## src/rtl/moving_avg_ctrl.sv

```systemverilog
// Moving-average datapath controller: input gating, in-flight tracking and
// safe reconfiguration. Define MOVING_AVG_CTRL_AUTO_DIV_EN to derive the divisor from the window length.
module moving_avg_ctrl #(
    parameter int MAX_LEN      = 255,
    parameter int MAX_INFLIGHT = 64
) (
    input  logic                         clk,
    input  logic                         reset,
    input  logic [$clog2(MAX_LEN+1)-1:0] cfg_len,
    input  logic [31:0]                  cfg_divisor,
    input  logic                         cfg_stb,
    output logic                         cfg_busy,
    input  logic                         up_tvalid,
    input  logic                         up_tlast,
    output logic                         up_tready,
    output logic                         dp_tvalid,
    input  logic                         dp_tready,
    input  logic                         dn_tvalid,
    input  logic                         dn_tready,
    output logic [$clog2(MAX_LEN+1)-1:0] len,
    output logic [31:0]                  divisor,
    output logic                         clear
);

    localparam int LW = $clog2(MAX_LEN + 1);
    localparam int IW = $clog2(MAX_INFLIGHT + 1);

    typedef enum logic [1:0] {
        RUN      = 2'd0,
        WAIT_EOP = 2'd1,
        DRAIN    = 2'd2,
        CLEAR    = 2'd3
    } state_t;

    state_t          state_q, state_d;
    logic [IW-1:0]   inflight_q, inflight_d;
    logic            pkt_active_q, pkt_active_d;
    logic [LW-1:0]   sh_len_q, sh_len_d;
    logic [31:0]     sh_div_q, sh_div_d;
    logic [LW-1:0]   len_q, len_d;
    logic [31:0]     div_q, div_d;
    logic            clear_q;
    logic            busy_q;
    logic            open_s;
    logic            in_beat_s;
    logic            out_beat_s;

    // A zero-length window is meaningless and the upper bound keeps the datapath buffer in range.
    function automatic logic [LW-1:0] sat_len(input logic [LW-1:0] v);
        if (v == '0) begin
            sat_len = LW'(1);
        end else if (32'(v) > 32'(MAX_LEN)) begin
            sat_len = LW'(MAX_LEN);
        end else begin
            sat_len = v;
        end
    endfunction

    assign open_s     = ((state_q == RUN) || (state_q == WAIT_EOP)) &&
                        (inflight_q < IW'(MAX_INFLIGHT));
    assign dp_tvalid  = up_tvalid & open_s;
    assign up_tready  = dp_tready & open_s;
    assign in_beat_s  = up_tvalid & up_tready;
    assign out_beat_s = dn_tvalid & dn_tready;

    assign cfg_busy = busy_q;
    assign len      = len_q;
    assign divisor  = div_q;
    assign clear    = clear_q;

    // In-flight counter and packet tracking
    always_comb begin
        inflight_d   = inflight_q;
        pkt_active_d = pkt_active_q;
        if (in_beat_s && !out_beat_s) begin
            inflight_d = inflight_q + IW'(1);
        end else if (!in_beat_s && out_beat_s && (inflight_q != '0)) begin
            inflight_d = inflight_q - IW'(1);
        end else begin
            inflight_d = inflight_q;
        end
        if (in_beat_s) begin
            pkt_active_d = ~up_tlast;
        end else begin
            pkt_active_d = pkt_active_q;
        end
    end

    // Reconfiguration FSM, shadow capture and config output load
    always_comb begin
        state_d  = state_q;
        sh_len_d = sh_len_q;
        sh_div_d = sh_div_q;
        len_d    = len_q;
        div_d    = div_q;
        case (state_q)
            RUN: begin
                if (cfg_stb) begin
                    sh_len_d = sat_len(cfg_len);
`ifdef MOVING_AVG_CTRL_AUTO_DIV_EN
                    sh_div_d = 32'(sat_len(cfg_len));
`else
                    sh_div_d = cfg_divisor;
`endif
                    // Next-state packet flag covers a packet opening or closing this cycle.
                    if (pkt_active_d) begin
                        state_d = WAIT_EOP;
                    end else begin
                        state_d = DRAIN;
                    end
                end else begin
                    state_d = RUN;
                end
            end
            WAIT_EOP: begin
                if (in_beat_s && up_tlast) begin
                    state_d = DRAIN;
                end else begin
                    state_d = WAIT_EOP;
                end
            end
            DRAIN: begin
                if (inflight_d == '0) begin
                    state_d = CLEAR;
                end else begin
                    state_d = DRAIN;
                end
            end
            CLEAR: begin
                state_d = RUN;
            end
            default: begin
                state_d = RUN;
            end
        endcase
        if (state_d == CLEAR) begin
            len_d = sh_len_q;
            div_d = sh_div_q;
        end else begin
            len_d = len_q;
            div_d = div_q;
        end
    end

    // State and output registers
    always_ff @(posedge clk) begin
        if (reset) begin
            state_q      <= RUN;
            inflight_q   <= '0;
            pkt_active_q <= 1'b0;
            sh_len_q     <= LW'(MAX_LEN);
            sh_div_q     <= 32'(MAX_LEN);
            len_q        <= LW'(MAX_LEN);
            div_q        <= 32'(MAX_LEN);
            clear_q      <= 1'b0;
            busy_q       <= 1'b0;
        end else begin
            state_q      <= state_d;
            inflight_q   <= inflight_d;
            pkt_active_q <= pkt_active_d;
            sh_len_q     <= sh_len_d;
            sh_div_q     <= sh_div_d;
            len_q        <= len_d;
            div_q        <= div_d;
            clear_q      <= (state_d == CLEAR);
            busy_q       <= (state_d != RUN);
        end
    end

endmodule

```

## config.mk

```make
export PLATFORM = sky130hd
export DESIGN_NAME = moving_avg_ctrl
export DESIGN_NICKNAME = d
export VERILOG_FILES = /design/src/rtl/moving_avg_ctrl.sv
export SDC_FILE = /design/constraint.sdc
export NUM_CORES = 1
export LEC_CHECK = 0
export ABC_CLOCK_PERIOD_IN_PS = 6100
export BUFFER_PORTS_ARGS = -buffer_cell sky130_fd_sc_hd__buf_2
export CAP_MARGIN = 20
export CORE_MARGIN = 2
export CORE_UTILIZATION = 25
export CTS_BUF_LIST = sky130_fd_sc_hd__clkbuf_16
export DETAILED_ROUTE_END_ITERATION = 8
export GPL_ROUTABILITY_DRIVEN = 1
export HOLD_SLACK_MARGIN = 0.05
export SLEW_MARGIN = 15
export SYNTH_ARGS = -nofsm -noshare
export SYNTH_HDL_FRONTEND = slang
export SYNTH_SLANG_ARGS = --single-unit
```

## constraint.sdc

```tcl
create_clock -name clk -period 6.1 [get_ports clk]
set_input_delay 0.305 -clock clk [delete_from_list [all_inputs] [get_ports clk]]
set_output_delay 0.305 -clock clk [all_outputs]
set_load 0.05 [all_outputs]
```

* Word-level counts from Yosys, hierarchy flattened *
Index checks and enable logic that the tools add are counted.
Widths: inputs -> output; s select.

storage, ports and cells
  RAM bits = 0
  memories = 0
  latch bits = 0
  memory bits (read-only) = 0
  word-level logic and storage cells = 44
  bits in registers = 92

cells by class
  bitwise gates (word level) = 5
  div/mod/pow operators = 0
  shift operators = 0
  equal/unequal tests = 4
  multipliers = 0
  add/sub/neg operators = 2
  magnitude comparators = 1
  reduce and logical (&&, ||, !) cells = 14
  mux-type cells = 9

operator list
  cell                 count
  $mux 7               2
  $logic_not 8->1      1
  $mux 8               1
  $pmux 2 s4           1
  $add 7x1->7 const B  1
  $logic_not 7->1      1
  $lt 7x7->1 const B   1
  $reduce_bool 7->1    1
  $sub 7x1->7 const B  1
  $eq 2x2->1 const B   3
  $mux 2               3
  $logic_and 1x1->1    5
  $and 1x1->1          4
  $eq 2x1->1 const B   1
  $logic_not 1->1      2
  $logic_not 2->1      1
  $mux 1               2
  $reduce_and 2->1     1
  $reduce_bool 2->1    1
  $logic_or 1x1->1     1
  $not 1->1            1

* Depth between registers and ports, before layout *
  depth after elaboration = 14
  mapped depth = 12
  depth with buffers taken out = 9

* Worst setup path before layout *
OpenSTA, ideal clock, no wires.

  path type = reg-to-reg
  from = register inflight_q[1]
  to = register div_q[0], in the netlist divisor[0]
  period minus slack after synthesis = 2.538 ns
  cell stages (with the launch flop) = 13
  setup slack = 3.562 ns
  data arrival time = 2.466 ns
  required time = 6.028 ns
  setup time = 0.072 ns
  cell sequence = dfxtp_1 clkbuf_1 inv_1 ha_1 nor4b_2 a211oi_2 a2bb2oi_2 xnor2_1 nor4b_2 and3_1 buf_6 buf_12 mux2i_1

between the ends
  longest elaborated chain between the ends = 13

ends and longest elaborated chain
  what                             line  source
  start: declaration               36    logic [IW-1:0] inflight_q, inflight_d;
  start signal: assignment         159   inflight_q <= inflight_d;
  $lt 7x7->1                       60    (inflight_q < IW'(MAX_INFLIGHT));
  $logic_and 1x1->1                59    assign open_s = ((state_q == RUN) || (state_q == WAIT_EOP)) &&
  $and 1x1->1                      62    assign up_tready = dp_tready & open_s;
  $and 1x1->1                      63    assign in_beat_s = up_tvalid & up_tready;
  $logic_not 1->1                  77    end else if (!in_beat_s && out_beat_s && (inflight_q != '0)) begin
  $logic_and 1x1->1 (2 in series)  77
  $mux 7                           77
  $mux 7                           75    if (in_beat_s && !out_beat_s) begin
  $logic_not 7->1                  123   if (inflight_d == '0) begin
  $mux 1                           123
  $pmux 2 s4 (*)                   96    case (state_q)
  $eq 2x2->1 (*)                   136   if (state_d == CLEAR) begin
  end signal: assignment           154   div_q <= 32'(MAX_LEN);
  end signal: assignment           164   div_q <= div_d;
  end: declaration                 41    logic [31:0] div_q, div_d;

Every way passes the cells marked *; elsewhere a longest branch is shown, timed or not.
A chain may end at the register's enable or synchronous reset.

* Final worst setup path *
  from = register inflight_q[0]
  to = register div_q[12], in the netlist divisor[12]

Same word-level chain as after synthesis.

==> summary.md <==
| Metric | Value |
|---|---|
| Most frequent cells after synthesis | `dfxtp_1 (92), nand2_1 (87), nand2b_1 (50), nor2_1 (44), mux2i_1 (40)` |
| Setup repair after global routing missed its margin | `false` |
| P_sw | `0.615 mW` |
| Fin nets | `about 570` |
| N_diodes | `0` |
| Worst-path clk slew | `0.07 ns` |
| Cell-internal power | `1.19 mW` |
| Iteration-0 DRC Markers | `115` |
| Leakage power | `1.88 nW` |
| Worst-path fanout max | `21` |
| Avg Inst Size Synth | `8.87 um2` |
| Post-synthesis cell count | `~450` |
| Reg2Reg Launch Point | `inflight_q[0]` |
| Worst R2R Path Depth | `10` |
| Peak VDD IR | `0.000131 V` |
| Cell area after synthesis | `3950 um2` |
| Switching Share | `between 30 and 40%` |
| # setup viols final | `0` |
| Top-area cell type share of the netlist area | `46.6%` |
| Vias in the first global route | `2975` |
| EDFF count, synth | `0` |
| Area contributors post-synth | `dfxtp_1 (47%), mux2i_1 (10%), nand2_1 (8.3%), nand2b_1 (7.9%), a21oi_1 (4.2%)` |
| Total CTS buffers | `9` |
| Clk_skew | `0.00907 ns` |
| Syn nets | `497` |
| Clk root buf | `clkbuf_16` |
| Number of hold buffers added after CTS | `0` |
| Post-synth top area cell | `dfxtp_1` |
| Hold-critical path depth | `3` |
| CTS Buffer Depth | `2` |
| Worst Path Required | `6.36 ns` |
| WL per Instance | `between 10 and 15 um` |
| Initial Util | `25.8%` |
| Std cell rows | `45` |
| Vias | `about 3.1k` |
| Combinational fraction of design power | `between 20% and 30%` |
| TritonCTS clock tree | `yes` |
| Initial antenna violation count | `0` |
| Ys async rst share | `0%` |
| Post-route ant nets | `0` |
| Via/cell ratio | `4.27` |
| Final-report max-slew violation count | `0` |
| Most numerous cell in the Yosys netlist | `dfxtp_1` |
| Critical path class | `reg -> reg` |
| RD Place Congestion | `around 0.81` |
| Setup tns final | `0 ns` |
| Total GRT Usage | `between 10% and 20%` |
| Share of total power in the clock network | `29.2%` |
| DP HPWL | `6060 um` |
| Die Span Y | `130 um` |
| Arrival time at the worst endpoint | `3.76 ns` |
| Slew headroom | `53.0%` |
| Status | `completed` |
| Resize count post-CTS | `0` |
| Utilization after layout | `31.3%` |
| PD cells | `between 300 and 400 nW/um2` |
| Top-level port count | `92` |
| Worst-margin pin slew | `0.705 ns` |
| First-pass GRT wire length | `~14000 um` |
| Post-synthesis cell type count | `41` |
| Post-route minimum period | `3.50 ns` |
| PortBufs | `91` |
| Largest net degree at the start of global routing | `86` |
| Clk_lat worst skew | `0.34 ns` |
| Share of cells above drive strength 1 | `21.9%` |
| Period utilization | `57.4%` |
| Register area share after synthesis | `46.6%` |
| CP startpoint kind | `flop` |
| Prevailing post-synth register cell | `dfxtp_1` |
| Worst Hold Path EP | `sh_div_q[1]` |
| Hold Fails Final Rpt | `0` |
| Number of setup buffers added after CTS | `0` |
| Crit end category | `flop` |
| Syn-to-layout area delta | `21.2%` |
| DRC viols | `0` |
| DIE WIDTH | `approximately 130 um` |
| Clk sinks | `92` |
| Hold path startpoint | `cfg_divisor[1]` |
| CTS H-tree lvls | `3` |
| Hold crit path type | `in -> reg` |
| YS warnings | `0` |
| Wirelength, routed | `8940 um` |
| Fillers | `1626` |
| Total core area | `15300 um2` |
| Total gr overflow | `0` |
| Max Fclk | `between 200 and 300 MHz` |
| Number of synthesized register bits | `92` |
| Maxcap violations | `0` |
| First-pass DRT Iterations | `4` |
| Flop pwr share | `41.0%` |
| Reg-to-Reg End | `divisor[12]` |
| Total die area | `16800 um2` |
| Reg-to-reg slack, setup | `2.60 ns` |
-- how the worst max path moves through the flow --
stage / start / slack (ns) / endpoint
final: inflight_q[0] / 2.60 / divisor[12]
after CTS: inflight_q[0] / 2.53 / divisor[12]
after global routing: inflight_q[0] / 2.36 / divisor[12]
after detailed placement: inflight_q[0] / 2.59 / divisor[12]
after floorplan: inflight_q[1] / 3.56 / divisor[0]
after global placement: inflight_q[0] / 2.79 / divisor[13]
-- registers in the layout (all words and copies together) (netlist names) --
signal        cells
divisor          32
sh_div_q         32
len               8
sh_len_q          8
inflight_q        7
state_q           2
cfg_busy          1
clear             1
pkt_active_q      1
-- critical path, cell delays in order (launching register included) --
cell	delay (ns)
dfxtp_1	0.47
inv_1	0.15
ha_1	0.25
nor4b_2	0.19
a211oi_2	0.42
a2bb2oi_2	0.10
xnor2_1	0.16
nor4b_2	0.28
and3_2	0.66
buf_4	0.46
mux2i_1	0.25
-- cell usage in the layout (no fill, tap or decap), drive strengths merged, types with 3 or more instances in the layout --
master	n
a21oi	33
buf	96
clkbuf	9
dfxtp	92
ha	3
inv	6
mux2i	40
nand2	87
nand2b	50
nand3	7
nand3b	15
nor2	44
nor2b	6
nor3	3
nor4b	3
o21ai	3
xnor2	3
-- per-stage QoR --
step | setup slack (ns) | power, mW | hold WS, ns | instances | cell area (um2)
after detailed placement | 2.59 | 1.30 | 0.447 | 723 | 4520
after floorplan | 3.56 | 1.21 | 0.429 | 446 | 3950
after global placement | 2.79 | 1.28 | 0.442 | 723 | 4520
final | 2.60 | 1.80 | 0.179 | 737 | 4790
after CTS | 2.53 | 1.84 | 0.156 | 737 | 4790
after global routing | 2.36 | 1.91 | 0.170 | 737 | 4790
-- cells by family after synthesis --
family	after synthesis	synth area share, %
AO/OA/AOI/OAI	47	7.31
XOR/XNOR	5	1.11
adder cells (fa/ha/maj)	3	0.949
buffers and inverters	34	5.35
flip-flops	92	46.6
multiplexers	40	10.1
AND/OR/NAND/NOR	225	28.6
-- per-layer routing --
| layer | part of all wire (%) | GRT usage (%) |
|---|---|---|
| met1 | 47 | 13.2 |
| met2 | 45 | 17.4 |
| met3 | 6.4 | 4.39 |
| met4 | 1.4 | 3.54 |
| met5 | 0 | 0 |
-- power by group through the flow --
stage / logic (mW) / registers (mW) / clock network, mW
final: 0.538 / 0.739 / 0.527
after global routing: 0.593 / 0.750 / 0.572
after CTS: 0.549 / 0.739 / 0.548
after detailed placement: 0.545 / 0.752 / 0
after global placement: 0.533 / 0.747 / 0
after floorplan: 0.408 / 0.804 / 0
-- cell type report --
type	instances	area, um2	share of cell area [%]
multi-input cells	320	1900	39.7
flip-flops and latches	92	1840	38.4
inverters	4	15.0	0.313
repair buffers	96	495	10.3
clock buffers	9	225	4.70
clock inverters	5	47.5	0.992
well taps	211	264	5.51
No activity file was read; power rests on OpenSTA's default activity.
